===== config.mk =====
export PLATFORM = sky130hd
export DESIGN_NAME = mul_div_ctrl
export DESIGN_NICKNAME = d
export VERILOG_FILES = /design/src/rtl/mul_div_ctrl.sv
export SDC_FILE = /design/constraint.sdc
export NUM_CORES = 1
export LEC_CHECK = 0
export BUFFER_PORTS_ARGS = -buffer_cell sky130_fd_sc_hd__buf_2
export CAP_MARGIN = 10
export CORE_ASPECT_RATIO = 0.5
export CORE_MARGIN = 2
export CORE_UTILIZATION = 60
export CTS_CLUSTER_DIAMETER = 150
export CTS_CLUSTER_SIZE = 25
export DETAILED_ROUTE_END_ITERATION = 8
export PLACE_DENSITY_LB_ADDON = 0.08
export SLEW_MARGIN = 10
export SYNTH_ARGS = -nofsm -noshare
export SYNTH_HDL_FRONTEND = slang
export SYNTH_SLANG_ARGS = --single-unit
export TNS_END_PERCENT = 10

===== constraint.sdc =====
create_clock -name clk -period 5.5 [get_ports clk]
set_input_delay 0.825 -clock clk [delete_from_list [all_inputs] [get_ports clk]]
set_output_delay 0.825 -clock clk [all_outputs]
set_load 0.01 [all_outputs]

===== src/rtl/mul_div_ctrl.sv =====
// mul_div_ctrl: sequencer for the RV32M multiply/divide unit.
// Radix-2 shift-add multiply and restoring divide, one iteration per cycle,
// with sign correction and result selection in a dedicated final cycle.
module mul_div_ctrl #(
    parameter int DATA_WIDTH  = 32,
    parameter int RADDR_WIDTH = 5
) (
    input  logic                   clk,
    input  logic                   rst,
    input  logic                   start_i,
    input  logic [2:0]             op_i,
    input  logic [DATA_WIDTH-1:0]  op1_i,
    input  logic [DATA_WIDTH-1:0]  op2_i,
    input  logic [RADDR_WIDTH-1:0] reg_waddr_i,
    input  logic                   flush_i,
    output logic                   busy_o,
    output logic                   stall_o,
    output logic                   done_o,
    output logic [DATA_WIDTH-1:0]  result_o,
    output logic                   reg_we_o,
    output logic [RADDR_WIDTH-1:0] reg_waddr_o
);
    localparam int W     = DATA_WIDTH;
    localparam int CNT_W = $clog2(DATA_WIDTH);
    localparam logic [CNT_W-1:0] CNT_LAST = CNT_W'(DATA_WIDTH - 1);
    localparam logic [W-1:0]     MIN_NEG  = {1'b1, {(W-1){1'b0}}};

    typedef enum logic [1:0] {S_IDLE, S_CALC, S_CORR, S_DONE} state_t;

    state_t state_q, state_d;

    logic [2:0]             op_q;
    logic [RADDR_WIDTH-1:0] rd_q;
    logic [2*W-1:0]         a_q;      // multiplicand (shifted left) / dividend in low half
    logic [W-1:0]           b_q;      // multiplier (shifted right) / divisor
    logic [2*W-1:0]         acc_q;    // product, or {remainder, quotient}
    logic [CNT_W-1:0]       count_q;
    logic                   neg_res_q;  // product / quotient needs negation
    logic                   neg_rem_q;  // remainder needs negation
    logic [W-1:0]           result_q;

    logic           launch;
    logic           op1_sgn, op2_sgn, sign1, sign2;
    logic           div_zero, div_ovf, special;
    logic [W-1:0]   special_res;
    logic [W:0]     rem_shift, rem_diff;
    logic           q_bit;
    logic [W-1:0]   rem_next;
    logic [2*W-1:0] prod;
    logic [W-1:0]   quo, rem, corr_res;

    // Two's-complement magnitude of an operand when it is treated as signed.
    function automatic logic [W-1:0] magnitude(input logic [W-1:0] v, input logic is_signed);
        return (is_signed && v[W-1]) ? -v : v;
    endfunction

    // Conditional negation at full product width.
    function automatic logic [2*W-1:0] negate_wide(input logic [2*W-1:0] v, input logic neg);
        return neg ? -v : v;
    endfunction

    // Conditional negation at operand width.
    function automatic logic [W-1:0] negate_word(input logic [W-1:0] v, input logic neg);
        return neg ? -v : v;
    endfunction

    // Decode the incoming request: operand signedness and divide special cases.
    always_comb begin
        launch      = start_i && !flush_i;
        op1_sgn     = op_i[2] ? !op_i[0] : (op_i[1:0] != 2'b11);
        op2_sgn     = op_i[2] ? !op_i[0] : !op_i[1];
        sign1       = op1_sgn && op1_i[W-1];
        sign2       = op2_sgn && op2_i[W-1];
        div_zero    = op_i[2] && (op2_i == '0);
        div_ovf     = op_i[2] && !op_i[0] && (op1_i == MIN_NEG) && (op2_i == '1);
        special     = div_zero || div_ovf;
        special_res = '0;
        if (div_zero)
            special_res = op_i[1] ? op1_i : '1;
        else if (div_ovf)
            special_res = op_i[1] ? '0 : MIN_NEG;
    end

    // One restoring-divide step and the final correction/selection logic.
    always_comb begin
        rem_shift = {acc_q[2*W-1:W], a_q[W-1]};
        rem_diff  = rem_shift - {1'b0, b_q};
        q_bit     = !rem_diff[W];
        rem_next  = q_bit ? rem_diff[W-1:0] : rem_shift[W-1:0];
        prod      = negate_wide(acc_q, neg_res_q);
        quo       = negate_word(acc_q[W-1:0], neg_res_q);
        rem       = negate_word(acc_q[2*W-1:W], neg_rem_q);
        case (op_q)
            3'b000:                 corr_res = prod[W-1:0];
            3'b001, 3'b010, 3'b011: corr_res = prod[2*W-1:W];
            3'b100, 3'b101:         corr_res = quo;
            default:                corr_res = rem;
        endcase
    end

    // State register.
    always_ff @(posedge clk or negedge rst) begin
        if (!rst) state_q <= S_IDLE;
        else      state_q <= state_d;
    end

    // Next-state logic; flush overrides every transition.
    always_comb begin
        state_d = state_q;
        case (state_q)
            S_IDLE: if (launch) state_d = special ? S_DONE : S_CALC;
            S_CALC: if (count_q == CNT_LAST) state_d = S_CORR;
            S_CORR: state_d = S_DONE;
            S_DONE: state_d = S_IDLE;
            default: state_d = S_IDLE;
        endcase
        if (flush_i) state_d = S_IDLE;
    end

    // Operand latch, iteration datapath and result register.
    always_ff @(posedge clk or negedge rst) begin
        if (!rst) begin
            op_q      <= '0;
            rd_q      <= '0;
            a_q       <= '0;
            b_q       <= '0;
            acc_q     <= '0;
            count_q   <= '0;
            neg_res_q <= 1'b0;
            neg_rem_q <= 1'b0;
            result_q  <= '0;
        end else begin
            case (state_q)
                S_IDLE: if (launch) begin
                    op_q      <= op_i;
                    rd_q      <= reg_waddr_i;
                    a_q       <= {{W{1'b0}}, magnitude(op1_i, op1_sgn)};
                    b_q       <= magnitude(op2_i, op2_sgn);
                    acc_q     <= '0;
                    count_q   <= '0;
                    neg_res_q <= sign1 ^ sign2;
                    neg_rem_q <= sign1;
                    if (special) result_q <= special_res;
                end
                S_CALC: begin
                    count_q <= count_q + CNT_W'(1);
                    a_q     <= a_q << 1;
                    if (op_q[2]) begin
                        acc_q <= {rem_next, acc_q[W-2:0], q_bit};
                    end else begin
                        if (b_q[0]) acc_q <= acc_q + a_q;
                        b_q <= b_q >> 1;
                    end
                end
                S_CORR: result_q <= corr_res;
                default: ;
            endcase
        end
    end

    // Outputs: result and rd are only presented during the write-back cycle.
    always_comb begin
        busy_o      = (state_q != S_IDLE);
        stall_o     = ((state_q == S_IDLE) && launch) || (state_q == S_CALC) || (state_q == S_CORR);
        done_o      = (state_q == S_DONE) && !flush_i;
        reg_we_o    = done_o;
        result_o    = done_o ? result_q : '0;
        reg_waddr_o = done_o ? rd_q : '0;
    end

endmodule

== After elaboration in Yosys (flattened, before gate mapping) ==
Cells that the tools add are included.
Widths: inputs -> output; s select.

* $add $sub $neg: 8
* Eq/ne operators: 18
* Mux-type cells: 34
* Bitwise logic cells: 1
* Reductions and logical operators: 30

{| class="wikitable"
|+ Operators with widths
! kind !! number
|-
| $mux 32 || 14
|-
| $mux 64 || 5
|-
| $pmux 64 s2 || 2
|-
| $neg 32->32 || 4
|-
| $pmux 32 s2 || 2
|-
| $pmux 32 s3 || 1
|-
| $add 64x64->64 || 1
|-
| $eq 32x32->1 const B || 2
|-
| $neg 64->64 || 1
|-
| $sub 33x32->33 || 1
|-
| $logic_not 32->1 || 1
|-
| $mux 5 || 2
|-
| $pmux 5 s2 || 1
|-
| $logic_and 1x1->1 || 9
|-
| $ne 3x3->1 const B || 3
|-
| $reduce_and 3->1 || 3
|-
| $mux 2 || 4
|-
| $ne 2x2->1 const B || 4
|-
| $pmux 2 s4 || 1
|-
| $eq 3x2->1 const B || 2
|-
| $eq 3x3->1 const B || 2
|-
| $reduce_and 2->1 || 3
|-
| $reduce_bool 2->1 || 3
|-
| $add 5x1->5 const B || 1
|-
| other kinds (12) || 19
|}

* Bits in registers: 209
* Bits of input ports: 76
* Output and inout bits: 41
* Logic and storage cells: 101

== Depth between registers and ports, before layout ==
Gate-level depths: netlist of the first run.

* Depth after elaboration: 9
* Depth in mapped cells: 15
* Depth with buffers taken out: 13

== Least setup slack after synthesis of the first run ==
No wires, ideal clock.

* Path kind: reg2reg
* Start point: register acc_q[32]
* End point: register acc_q[55]
* Setup time: 0.136 ns
* Arrival time: 3.353 ns
* Slack: 2.011 ns
* Cell stages (with the launch flop): 15
* Path through: dfrtp_1 > clkbuf_1 > inv_1 > fa_1 > nor2b_1 > o31a_1 > a21oi_1 > o31a_1 > o2111ai_1 > nand4_1 > nand3_1 > buf_2 > mux2i_1 > o21ai_0 > or3b_2

* Word-level cells in the longest chain between the ends: 4

{| class="wikitable"
|+ Ends and longest elaborated chain
! item !! line !! RTL
|-
| from (decl) || 36 || <nowiki>logic [2*W-1:0] acc_q;</nowiki>
|-
| from (signal assigned) || 149 || <nowiki>acc_q <= {rem_next, acc_q[W-2:0], q_bit};</nowiki>
|-
| from (signal assigned) || 151 || <nowiki>if (b_q[0]) acc_q <= acc_q + a_q;</nowiki>
|-
| $add 64x64->64 or $sub 33x32->33 (tied branches) || 151, 87 ||
|-
| $mux 64 or $mux 32 (tied branches) || 151, 89 ||
|-
| $mux 64 (*) || 148 || <nowiki>if (op_q[2]) begin</nowiki>
|-
| $pmux 64 s2 (*) || 133 || <nowiki>case (state_q)</nowiki>
|}

Mark *: on every way between the ends. The rest lies on a longest branch, timed or not. The select of a mux whose other input is x is not followed.
A chain may end at the register's enable or synchronous reset.

== Worst setup path in the final report of the first run ==
* Start point: register acc_q[32]
* End point: register acc_q[44]

Same word-level chain as after synthesis.

==> reports/metrics.csv, run 1 <==
stage,metric,value,unit
drt,Remaining DRCs,0,
logic_synthesis,"FFs w/ async S/R, synth",1.000,
clock_network,hold buffers post-CTS,0,
timing,Setup Skew,0.04125,ns
final_layout,area delta synth->final,5.147,%
timing,Relative slew margins,0.1770,
die,area of the die,33710,um^2
global_route,vias in the first global route,17700,
logic_synthesis,"Seq/Total Area, Yosys",0.2709,
timing,unrepaired setup endpoints after global routing,false,
placed_design,port bufs,116,
clock_network,PostCTS Resize Cnt,0,
drt,Vias,19390,
placed_design,gpl congestion,1.043,
outcome,status,"finished, final reports clean",
die,initial core utilization,0.6098,
logic_synthesis,share of the synthesized area in the top cell type,0.2709,
timing,final worst-path cycle share,0.7739,
clock_network,H-tree Lvls,1,
worst_setup_path,WS Path Type,reg2reg,
logic_synthesis,most common cell in the netlist,nand2_1,
die,Std-Cell Rows,46,
drt,Routed WL,62160,um
final_layout,Layout Nets,2685,
worst_setup_path,crit path capture type,flop,
worst_setup_path,CP startpoint kind,flop,
timing,Fin Setup TNS,0,ns
clock_network,clk root buf,clkbuf_16,
clock_network,Worst-path clk slew,0.11,ns
timing,Final Hold Fails,0,
power_and_ir_drop,Lkg Pwr,9.148,nW
clock_network,Worst-Skew Late Latency,0.54,ns
clock_network,clk sinks,209,
flow_run,Max Cap Viol,0,
clock_network,CTS tree,done,
final_layout,FILL cells,2963,
final_layout,share of layout cells above drive strength 1,0.08233,
global_route,total track usage,0.3657,
logic_synthesis,Synth Area in Simple Gates,0.1995,
global_route,largest net degree at the start of global routing,130,
global_route,global-route wire length before repair,98210,um
die,DIE WIDTH,257.7,um
logic_synthesis,"Distinct cells, synth",88,
clock_network,TritonCTS Buffers,12,
drt,DRT antenna net count,0,
die,Core Box Area,31660,um^2
clock_network,CTS Buffer Depth,3,
placed_design,post-DP HPWL,46500,um
logic_synthesis,mux cell area share after synthesis,0.01322,
power_and_ir_drop,power per standard cell area,471.9,nW/um^2
logic_synthesis,complex-gate fraction of the synthesized area,0.2984,
final_layout,register area,5233,um^2
worst_setup_path,CP Max Fanout,36,
logic_synthesis,Synthesized Nets,2708,
logic_synthesis,main combinational cell family by area after synthesis,compound AO/OA/AOI/OAI gates,
logic_synthesis,Post-synth EDFFs,0,
logic_synthesis,Synth area leaders,"dfrtp_1, o21ai_0, ha_1",
worst_setup_path,worst path required time,5.88,ns
logic_synthesis,top post-synthesis cells by count,"nand2_1, o21ai_0, a21oi_1, nor2_1, dfrtp_1",
timing,Final min period,4.257,ns
worst_setup_path,"Data arrival, critical path",4.64,ns
logic_synthesis,Synth Register Bits,209,
final_layout,post-route insts no fill,2934,
clock_network,number of setup buffers added after CTS,0,
timing,top achievable clock speed,234.9,MHz
logic_synthesis,Mapped Area,19300,um^2
global_route,initial antenna violation count,0,
placed_design,placed cell count,2919,
logic_synthesis,Gate Count Post-Synth,2524,
power_and_ir_drop,post-layout power,9.577,mW
worst_hold_path,hold crit path type,in2async,
logic_synthesis,top cell type by total area after synthesis,dfrtp_1,
drt,first-pass detailed-route iteration total,6,
logic_synthesis,Synth Area in Adders,0.07078,
die,Die H,130.8,um
global_route,Overflow after GRT,0,
final_layout,area occupied by multi-input gates,13080,um^2
final_layout,diodes inserted,0,
logic_synthesis,Avg Inst Size Synth,7.648,um^2
power_and_ir_drop,Max VDD drop,0.2879,mV
logic_synthesis,ys flop type,dfrtp_1,
logic_synthesis,Yosys warning total,0,
timing,worst-margin pin slew,1.235,ns
timing,final setup fails,0,
drt,Detailed Route Iter0 Violations,2196,
timing,"Slew Viols, Final",0,
drt,WL per Instance,21.18,um
drt,DR vias/cell,6.609,
logic_synthesis,xor/xnor cell area share of the yosys netlist,0.09301,
die,Ports,117,
[routing by layer]
layer  vias up  share of wire  GRT usage
met3       149          0.098    0.07697
met2       911           0.44     0.5841
met5         -              0          0
met4         0          0.030     0.1013
li1       9115              -          -
met1      9216           0.44     0.5058
[sequential cells by signal, indices dropped and copies added (netlist names)]
name	flops
rd_q	5
result_q	32
state_q	2
neg_rem_q	1
b_q	32
acc_q	64
count_q	5
op_q	3
neg_res_q	1
a_q	64
[cells in the final DEF (no fill, tap or decap), types with 21 or more instances in the layout]
| cell type | Yosys | layout |
|---|---|---|
| o21ai_0 | 267 | 267 |
| nand2_1 | 268 | 267 |
| a21oi_1 | 232 | 230 |
| nor2_1 | 213 | 213 |
| dfrtp_1 | 209 | 207 |
| xor2_1 | 123 | 123 |
| buf_2 | 9 | 115 |
| ha_1 | 106 | 105 |
| inv_1 | 91 | 91 |
| xnor2_1 | 82 | 82 |
| a22o_1 | 56 | 56 |
| and2_1 | 53 | 53 |
| a21o_1 | 53 | 53 |
| nand3_1 | 41 | 40 |
| a31oi_1 | 40 | 40 |
| nand4_1 | 39 | 39 |
| nor3_1 | 34 | 34 |
| o31ai_1 | 32 | 32 |
| or3_1 | 29 | 29 |
| nor4_1 | 24 | 24 |
| o22ai_1 | 22 | 22 |
| a211oi_1 | 21 | 21 |
| o211ai_1 | 21 | 21 |
| mux2i_1 | 21 | 21 |
[cell type report]
cell class | count | area share
repair buffers | 136 | 0.03705
inverters | 93 | 0.01720
clock inverters | 1 | 0.0008014
clock buffers | 14 | 0.01621
flip-flops and latches | 209 | 0.2578
well taps | 432 | 0.02663
multi-input cells | 2049 | 0.6443
[worst max-delay path: stages, from the launching register on]
cell and delay [ns]:
dfrtp_1 0.62, inv_1 0.24, fa_1 0.45, nor2b_1 0.21
o31a_1 0.22, a21oi_1 0.12, o31a_1 0.39, o2111ai_1 0.32
nand4_1 0.20, nand3_2 0.29, buf_4 0.40, mux2_2 0.38
a22oi_1 0.18, o31ai_1 0.10
[cells by family after synthesis]
logic type,after synthesis
mux,25
compound gates,910
flops,209
simple gates,801
buf+inv,266
xor+xnor,205
fa+ha+maj,108
[worst paths after layout]
check | startpoint | endpoint | slack (ns) | depth (start not counted)
min in group clk | rd_q[4]$_DFFE_PN0P_ | rd_q[4]$_DFFE_PN0P_ | 0.48 | 2
worst min register to register | rd_q[4]$_DFFE_PN0P_ | rd_q[4]$_DFFE_PN0P_ | 0.48 | 2
max in group asynchronous | rst | op_q[2]$_DFFE_PN0P_ | 3.97 | 2
worst max register to register | acc_q[32]$_DFFE_PN0P_ | acc_q[44]$_DFFE_PN0P_ | 1.24 | 13
worst max-delay path | acc_q[32]$_DFFE_PN0P_ | acc_q[44]$_DFFE_PN0P_ | 1.24 | 13
worst min-delay path | rst | a_q[5]$_DFFE_PN0P_ | 0.30 | 1
[power breakdown]
group	leakage [nW]	switching [mW]	total (mW)	internal (mW)
Sequential	2.70	0.689	2.73	2.04
Clock	0.169	0.588	1.03	0.437
Combinational	6.28	3.72	5.82	2.11
[stage by stage]
step	util	hold WS (ns)	instance area [um^2]	worst slack, ns
final	0.6412	0.3004	20300	1.243
after global routing	0.6412	0.3789	20300	0.8591
after CTS	0.6412	0.3533	20300	1.329
after detailed placement	0.6303	0.4559	19950	1.223
after global placement	0.6303	0.4516	19950	1.361
after floorplan	-	0.4374	19300	2.011
Power figures use the tool's default switching activity.
==> inputs of run 2 (changes only) <==
==> constraint.sdc (replaced) <==
create_clock -name clk -period 4.4 [get_ports clk]
set_input_delay 0.66 -clock clk [delete_from_list [all_inputs] [get_ports clk]]
set_output_delay 0.66 -clock clk [all_outputs]
set_load 0.01 [all_outputs]
==> run 2 against run 1 <==
Against the previous run:
- clock skew decreased by 0.0056 ns
- die area unchanged
- sequential power increased by 23%
- utilization increased by 0.83 points
- flip-flop and latch count unchanged
- cell count increased by 0.99%
- power increased by 26%
- largest power group unchanged
==> reports/metrics.csv, run 2 (same netlist as run 1, synthesis figures left out) <==
stage,metric,value,unit,change
final_layout,"Core Util, Final",0.6495,,+0.008300
clock_network,Worst-Skew Late Latency,0.51,ns,-0.03 ns
power_and_ir_drop,sw frac,0.5196,,-0.001767
worst_hold_path,hold crit path type,in2async,,
clock_network,H-tree Lvls,1,,unchanged
die,Std-Cell Rows,46,,unchanged
timing,top achievable clock speed,250.9,MHz,+6.8%
die,initial core utilization,0.6098,,unchanged
timing,final setup fails,0,,unchanged
clock_network,number of setup buffers added after CTS,0,,unchanged
timing,final worst-path cycle share,0.9059,,+0.1319
clock_network,Worst-path clk slew,0.12,ns,about the same
power_and_ir_drop,post-layout power,12.10,mW,+26%
drt,DR vias/cell,6.558,,-0.77%
drt,first-pass detailed-route iteration total,6,,unchanged
final_layout,Layout Nets,2713,,+1.0%
timing,worst-margin pin slew,1.201,ns,-0.03345 ns
placed_design,post-DP HPWL,47660,um,+2.5%
timing,Relative slew margins,0.1993,,+0.02230
power_and_ir_drop,Pint,5.811,mW,+27%
power_and_ir_drop,Clk pwr share,0.105,,-0.002
global_route,global-route wire length before repair,98330,um,+0.12%
final_layout,area delta synth->final,6.508,%,
timing,Final min period,3.986,ns,-0.2708 ns
timing,"Slew Viols, Final",0,,unchanged
worst_setup_path,CP startpoint kind,flop,,
die,Ports,117,,unchanged
clock_network,TritonCTS Buffers,12,,unchanged
timing,Final Hold Fails,0,,unchanged
die,area of the die,33710,um^2,unchanged
clock_network,clk sinks,209,,unchanged
final_layout,share of layout cells above drive strength 1,0.09249,,+0.01016
worst_setup_path,worst path required time,4.80,ns,-1.08 ns
final_layout,post-route cell area,20560,um^2,+1.3%
die,DIE WIDTH,257.7,um,unchanged
placed_design,port bufs,116,,unchanged
power_and_ir_drop,sequential share of power,0.277,,-0.008
power_and_ir_drop,Lkg Pwr,9.314,nW,+1.8%
clock_network,PostCTS Resize Cnt,0,,unchanged
global_route,Overflow after GRT,0,,unchanged
drt,Routed WL,62660,um,+0.82%
power_and_ir_drop,Comb power frac,0.618,,+0.010
final_layout,biggest regs,"a_q: 64 flops, acc_q: 64 flops",,
drt,Vias,19430,,+0.21%
clock_network,clk root buf,clkbuf_16,,
clock_network,hold buffers post-CTS,0,,unchanged
die,Core Box Area,31660,um^2,unchanged
outcome,status,"finished, final reports clean",,
power_and_ir_drop,Sw Pwr,6.285,mW,+26%
worst_setup_path,"Data arrival, critical path",4.38,ns,-0.26 ns
timing,unrepaired setup endpoints after global routing,false,,
timing,Fin Setup TNS,0,ns,unchanged
power_and_ir_drop,Max VDD drop,0.3011,mV,+4.6%
drt,Detailed Route Iter0 Violations,2120,,-3.5%
clock_network,CTS Buffer Depth,3,,unchanged
timing,Hold Slack,0.2296,ns,-0.07072 ns
global_route,largest net degree at the start of global routing,96,,-26%
global_route,vias in the first global route,17450,,-1.4%
timing,Setup Skew,0.03561,ns,-0.005631 ns
global_route,total track usage,0.3680,,+0.002304
drt,Remaining DRCs,0,,unchanged
drt,DRT antenna net count,0,,unchanged
worst_setup_path,crit path capture type,flop,,
worst_setup_path,WS Path Type,reg2reg,,
worst_setup_path,CP Max Fanout,8,,-78%
global_route,initial antenna violation count,1,,+1
clock_network,CTS tree,done,,
placed_design,"Cell Area, Placed",20190,um^2,+1.2%
die,Die H,130.8,um,unchanged
power_and_ir_drop,power per standard cell area,588.3,nW/um^2,+25%
placed_design,gpl congestion,1.046,,+0.25%
final_layout,FILL cells,2864,,-3.3%
flow_run,Max Cap Viol,0,,unchanged
drt,WL per Instance,21.15,um,-0.17%
final_layout,most frequent cells in the layout,"o21ai_0, nand2_1, a21oi_1",,
## run 2: metrics by stage
step,std cells,worst slack (ns)
2_1_floorplan,2524,0.9111
3_3_place_gp,2946,0.6880
3_5_place_dp,2946,0.5849
4_1_cts,2961,0.5361
5_1_grt,2962,0.1221
6_report,2963,0.4142
## run 2: final timing paths
check | slack, ns | start | end | depth (start not counted)
min in group clk | 0.34 | reg_waddr_i[4] | rd_q[4]$_DFFE_PN0P_ | 3
worst max register to register | 0.41 | acc_q[18]$_DFFE_PN0P_ | acc_q[55]$_DFFE_PN0P_ | 12
max in group asynchronous | 3.14 | rst | b_q[29]$_DFFE_PN0P_ | 2
worst max-delay path | 0.41 | acc_q[18]$_DFFE_PN0P_ | acc_q[55]$_DFFE_PN0P_ | 12
worst min register to register | 0.48 | rd_q[4]$_DFFE_PN0P_ | rd_q[4]$_DFFE_PN0P_ | 2
worst min-delay path | 0.23 | rst | result_q[12]$_DFFE_PN0P_ | 1
## run 2: worst max-delay path, stage by stage (launching register included)
cell and delay [ns]:
dfrtp_1 0.48, ha_1 0.42, a21oi_1 0.31, o21ai_0 0.15, a221oi_1 0.43, nand3_1 0.20
a211oi_1 0.59, o41ai_2 0.12, buf_4 0.19, a31oi_4 0.24, a21oi_1 0.13, o211ai_1 0.15
or3b_2 0.45
## run 2: routing by layer
| layer | share of wire | vias up | global-route usage |
|---|---|---|---|
| li1 | - | 9149 | - |
| met1 | 0.44 | 9319 | 0.5182 |
| met2 | 0.44 | 839 | 0.5803 |
| met3 | 0.093 | 124 | 0.06809 |
| met4 | 0.029 | 0 | 0.1071 |
| met5 | 0 | - | 0 |
## run 2: power groups by stage
stage          logic, mW  registers, mW  clock network (mW)
2_1_floorplan       5.57           3.01                   0
3_3_place_gp        7.20           3.35                   0
3_5_place_dp        7.27           3.37                   0
4_1_cts             7.30           3.33                1.28
5_1_grt             8.24           3.43                1.35
6_report            7.47           3.35                1.27
## run 2: cell type report
type                       instances  area, um^2  area share
antenna                            1       2.502   0.0001217
clock buffer                      14       329.1     0.01601
clock inverter                     1       16.27   0.0007911
inverter                          93       349.1     0.01698
multi-input combinational       2049       13080      0.6361
sequential                       209        5233      0.2545
tap                              432       540.5     0.02629
timing repair buffer             164        1012     0.04923
==> inputs of run 3 (changes only) <==
--- a/config.mk
+++ b/config.mk
@@ -14,6 +14,7 @@
 export CTS_CLUSTER_SIZE = 25
 export DETAILED_ROUTE_END_ITERATION = 8
 export PLACE_DENSITY_LB_ADDON = 0.08
+export REMOVE_ABC_BUFFERS = 1
 export SLEW_MARGIN = 10
 export SYNTH_ARGS = -nofsm -noshare
 export SYNTH_HDL_FRONTEND = slang
==> constraint.sdc (replaced) <==
create_clock -name clk -period 3.7 [get_ports clk]
set_input_delay 0.555 -clock clk [delete_from_list [all_inputs] [get_ports clk]]
set_output_delay 0.555 -clock clk [all_outputs]
set_load 0.01 [all_outputs]
==> run 3 against run 2 <==
Against the previous run:
- the run now ends with hold timing left
- die area unchanged
- sequential power increased by 13%
- flip-flop and latch count unchanged
- power increased by 24%
- clock-buffer cell count unchanged
- global-route usage increased by 1.3 points
- setup slack got worse by 0.33 ns
- fmax increased by 10%
- first-iteration DRC count increased by 15%
- combinational power increased by 29%
- non-clock buffer count increased by 100
- critical endpoint is now acc_q[54]$_DFFE_PN0P_
- highest routed layer unchanged
==> reports/metrics.csv, run 3 (same netlist as run 1, synthesis figures left out) <==
stage,metric,value,unit,change
worst_setup_path,worst path required time,4.08,ns,-0.72 ns
final_layout,register area,5233,um^2,unchanged
global_route,largest net degree at the start of global routing,93,,-3.1%
worst_setup_path,CP startpoint kind,flop,,
drt,Routed WL,65360,um,+4.3%
placed_design,gpl congestion,1.070,,+2.4%
power_and_ir_drop,sequential share of power,0.254,,-0.023
timing,top achievable clock speed,276.9,MHz,+10%
final_layout,area occupied by multi-input gates,13130,um^2,+0.41%
final_layout,post-route cell area,21390,um^2,+4.0%
power_and_ir_drop,Clk pwr share,0.101,,-0.004
timing,final setup fails,0,,unchanged
placed_design,Place WS,0.06486,ns,-0.5200 ns
global_route,total track usage,0.3814,,+0.01339
clock_network,CTS tree,done,,
timing,Relative slew margins,0.2247,,+0.02544
die,Std-Cell Rows,46,,unchanged
drt,Vias,19970,,+2.8%
worst_setup_path,"Data arrival, critical path",4.00,ns,-0.38 ns
clock_network,clk sinks,209,,unchanged
global_route,Overflow after GRT,0,,unchanged
worst_setup_path,CP Max Fanout,3,,-5
timing,final worst-path cycle share,0.9762,,+0.07031
worst_hold_path,hold crit path type,in2async,,
die,Core Box Area,31660,um^2,unchanged
global_route,initial antenna violation count,0,,-1
die,initial core utilization,0.6098,,unchanged
global_route,routing usage on met1,0.5456,,+0.02732
global_route,vias in the first global route,18130,,+3.9%
timing,Final Hold Fails,3,,+3
timing,"Slew Viols, Final",0,,unchanged
outcome,failing checks,hold timing,,
power_and_ir_drop,sw frac,0.5082,,-0.01135
placed_design,post-DP HPWL,49730,um,+4.3%
global_route,met2 GRT Util,0.5982,,+0.01787
power_and_ir_drop,Pint,7.370,mW,+27%
timing,Setup WS post-layout,0.08816,ns,-0.3261 ns
final_layout,FILL cells,2817,,-1.6%
clock_network,CTS Buffer Depth,3,,unchanged
clock_network,clk root buf,clkbuf_16,,
die,Ports,117,,unchanged
timing,Final min period,3.612,ns,-0.3739 ns
timing,unrepaired setup endpoints after global routing,true,,
final_layout,most frequent cells in the layout,"nand2_1, o21ai_0, a21oi_1",,
final_layout,biggest regs,"a_q: 64 flops, acc_q: 64 flops",,
global_route,global-route wire length before repair,101200,um,+3.0%
power_and_ir_drop,power per standard cell area,700.7,nW/um^2,+19%
worst_setup_path,WS Path Type,reg2reg,,
drt,first-pass detailed-route iteration total,7,,+1
die,area of the die,33710,um^2,unchanged
global_route,gr busiest metal,met2,,
drt,Remaining DRCs,0,,unchanged
power_and_ir_drop,Lkg Pwr,9.820,nW,+5.4%
power_and_ir_drop,Comb power frac,0.646,,+0.028
worst_setup_path,crit path capture type,flop,,
drt,DRT antenna net count,0,,unchanged
drt,DR vias/cell,6.522,,-0.55%
clock_network,H-tree Lvls,1,,unchanged
final_layout,post-route insts no fill,3062,,+3.3%
power_and_ir_drop,Sw Pwr,7.617,mW,+21%
flow_run,Max Cap Viol,0,,unchanged
timing,Hold Slack,-0.01582,ns,-0.2455 ns
timing,worst-margin pin slew,1.160,ns,-0.04074 ns
drt,Detailed Route Iter0 Violations,2448,,+15%
clock_network,TritonCTS Buffers,12,,unchanged
clock_network,hold buffers post-CTS,0,,unchanged
drt,WL per Instance,21.34,um,+0.93%
placed_design,"Cell Area, Placed",20980,um^2,+3.9%
final_layout,"commonest non-fill, non-tap cell in the layout",nand2_1,,
placed_design,port bufs,116,,unchanged
final_layout,share of layout cells above drive strength 1,0.1308,,+0.03831
die,DIE WIDTH,257.7,um,unchanged
timing,Setup Skew,0.03079,ns,-0.004821 ns
clock_network,Worst-Skew Late Latency,0.52,ns,about the same
outcome,status,"finished, violations left",,
power_and_ir_drop,Max VDD drop,0.4988,mV,+66%
final_layout,diodes inserted,0,,-1
clock_network,Worst-path clk slew,0.10,ns,-0.02 ns
final_layout,area delta synth->final,10.80,%,
global_route,met3 usage,0.07330,,+0.005208
die,Die H,130.8,um,unchanged
placed_design,placed cell count,3046,,+3.4%
final_layout,Layout Nets,2813,,+3.7%
==> run 3: cell types whose count changed in the layout (fill, tap and decap cells not counted), moves of 2 or more <==
cell	previous run	this run
buf_12	5	7
a211oi_1	21	18
nor2b_2	1	3
nor2b_1	16	14
a21oi_2	2	4
buf_4	43	141
a21oi_1	230	228
a211oi_2	0	2
==> run 3: worst paths after layout <==
check	start	to	slack (ns)	depth (start not counted)
worst max-delay path	a_q[0]$_DFFE_PN0P_	acc_q[54]$_DFFE_PN0P_	0.09	15
worst min-delay path	rst	b_q[26]$_DFFE_PN0P_	-0.02	1
worst max register to register	a_q[0]$_DFFE_PN0P_	acc_q[54]$_DFFE_PN0P_	0.09	15
worst min register to register	rd_q[3]$_DFFE_PN0P_	rd_q[3]$_DFFE_PN0P_	0.48	2
max in group asynchronous	rst	a_q[4]$_DFFE_PN0P_	2.86	2
min in group clk	reg_waddr_i[2]	rd_q[2]$_DFFE_PN0P_	0.24	3
==> run 3: layer usage <==
metal	share of wire	wire (um)
met1	0.45	29630
met5	0	0
met2	0.43	28030
met4	0.023	1528
met3	0.094	6164
==> run 3: power groups by stage <==
| stage | combinational (mW) | sequential [mW] | clock (mW) |
|---|---|---|---|
| after floorplan | 6.23 | 3.76 | 0 |
| after global placement | 9.26 | 3.80 | 0 |
| after detailed placement | 9.37 | 3.82 | 0 |
| after CTS | 9.42 | 3.78 | 1.52 |
| after global routing | 10.6 | 3.89 | 1.58 |
| final | 9.67 | 3.80 | 1.51 |
==> run 3: through the flow <==
stage	hold slack (ns)	power (mW)	util	setup TNS [ns]
2_1_floorplan	0.2594	9.984	-	-364.07
3_3_place_gp	0.4491	13.06	0.6628	0
3_5_place_dp	0.4592	13.19	0.6628	0
4_1_cts	0.02612	14.72	0.6737	0
5_1_grt	0.03029	16.08	0.6757	-0.03501
6_report	-0.01582	14.99	0.6757	0
==> run 3: repair_timing <==
action | CTS | global route
endpoints found under the setup margin | 0 | 23
resized for setup | 0 | 12
buffers inserted | 0 | 1
==> run 3: worst max-delay path, cell delays in order (launching register included) <==
cell and delay [ns]:
dfrtp_1 0.42, ha_1 0.25, inv_1 0.08, fa_1 0.19, nor2b_2 0.06, o31a_1 0.27, o311ai_1 0.25, buf_4 0.19
nand3_1 0.11, a21oi_2 0.21, buf_4 0.16, o21ai_1 0.15, o211ai_1 0.34, a21oi_1 0.16, o21ai_0 0.20, or3b_2 0.46
==> run 3: area by class of cell <==
cell class | count | area share
inverter | 93 | 0.01632
timing repair buffer | 264 | 0.08366
sequential | 209 | 0.2446
clock buffer | 14 | 0.01539
multi-input combinational | 2049 | 0.6140
clock inverter | 1 | 0.0007605
tap | 432 | 0.02527
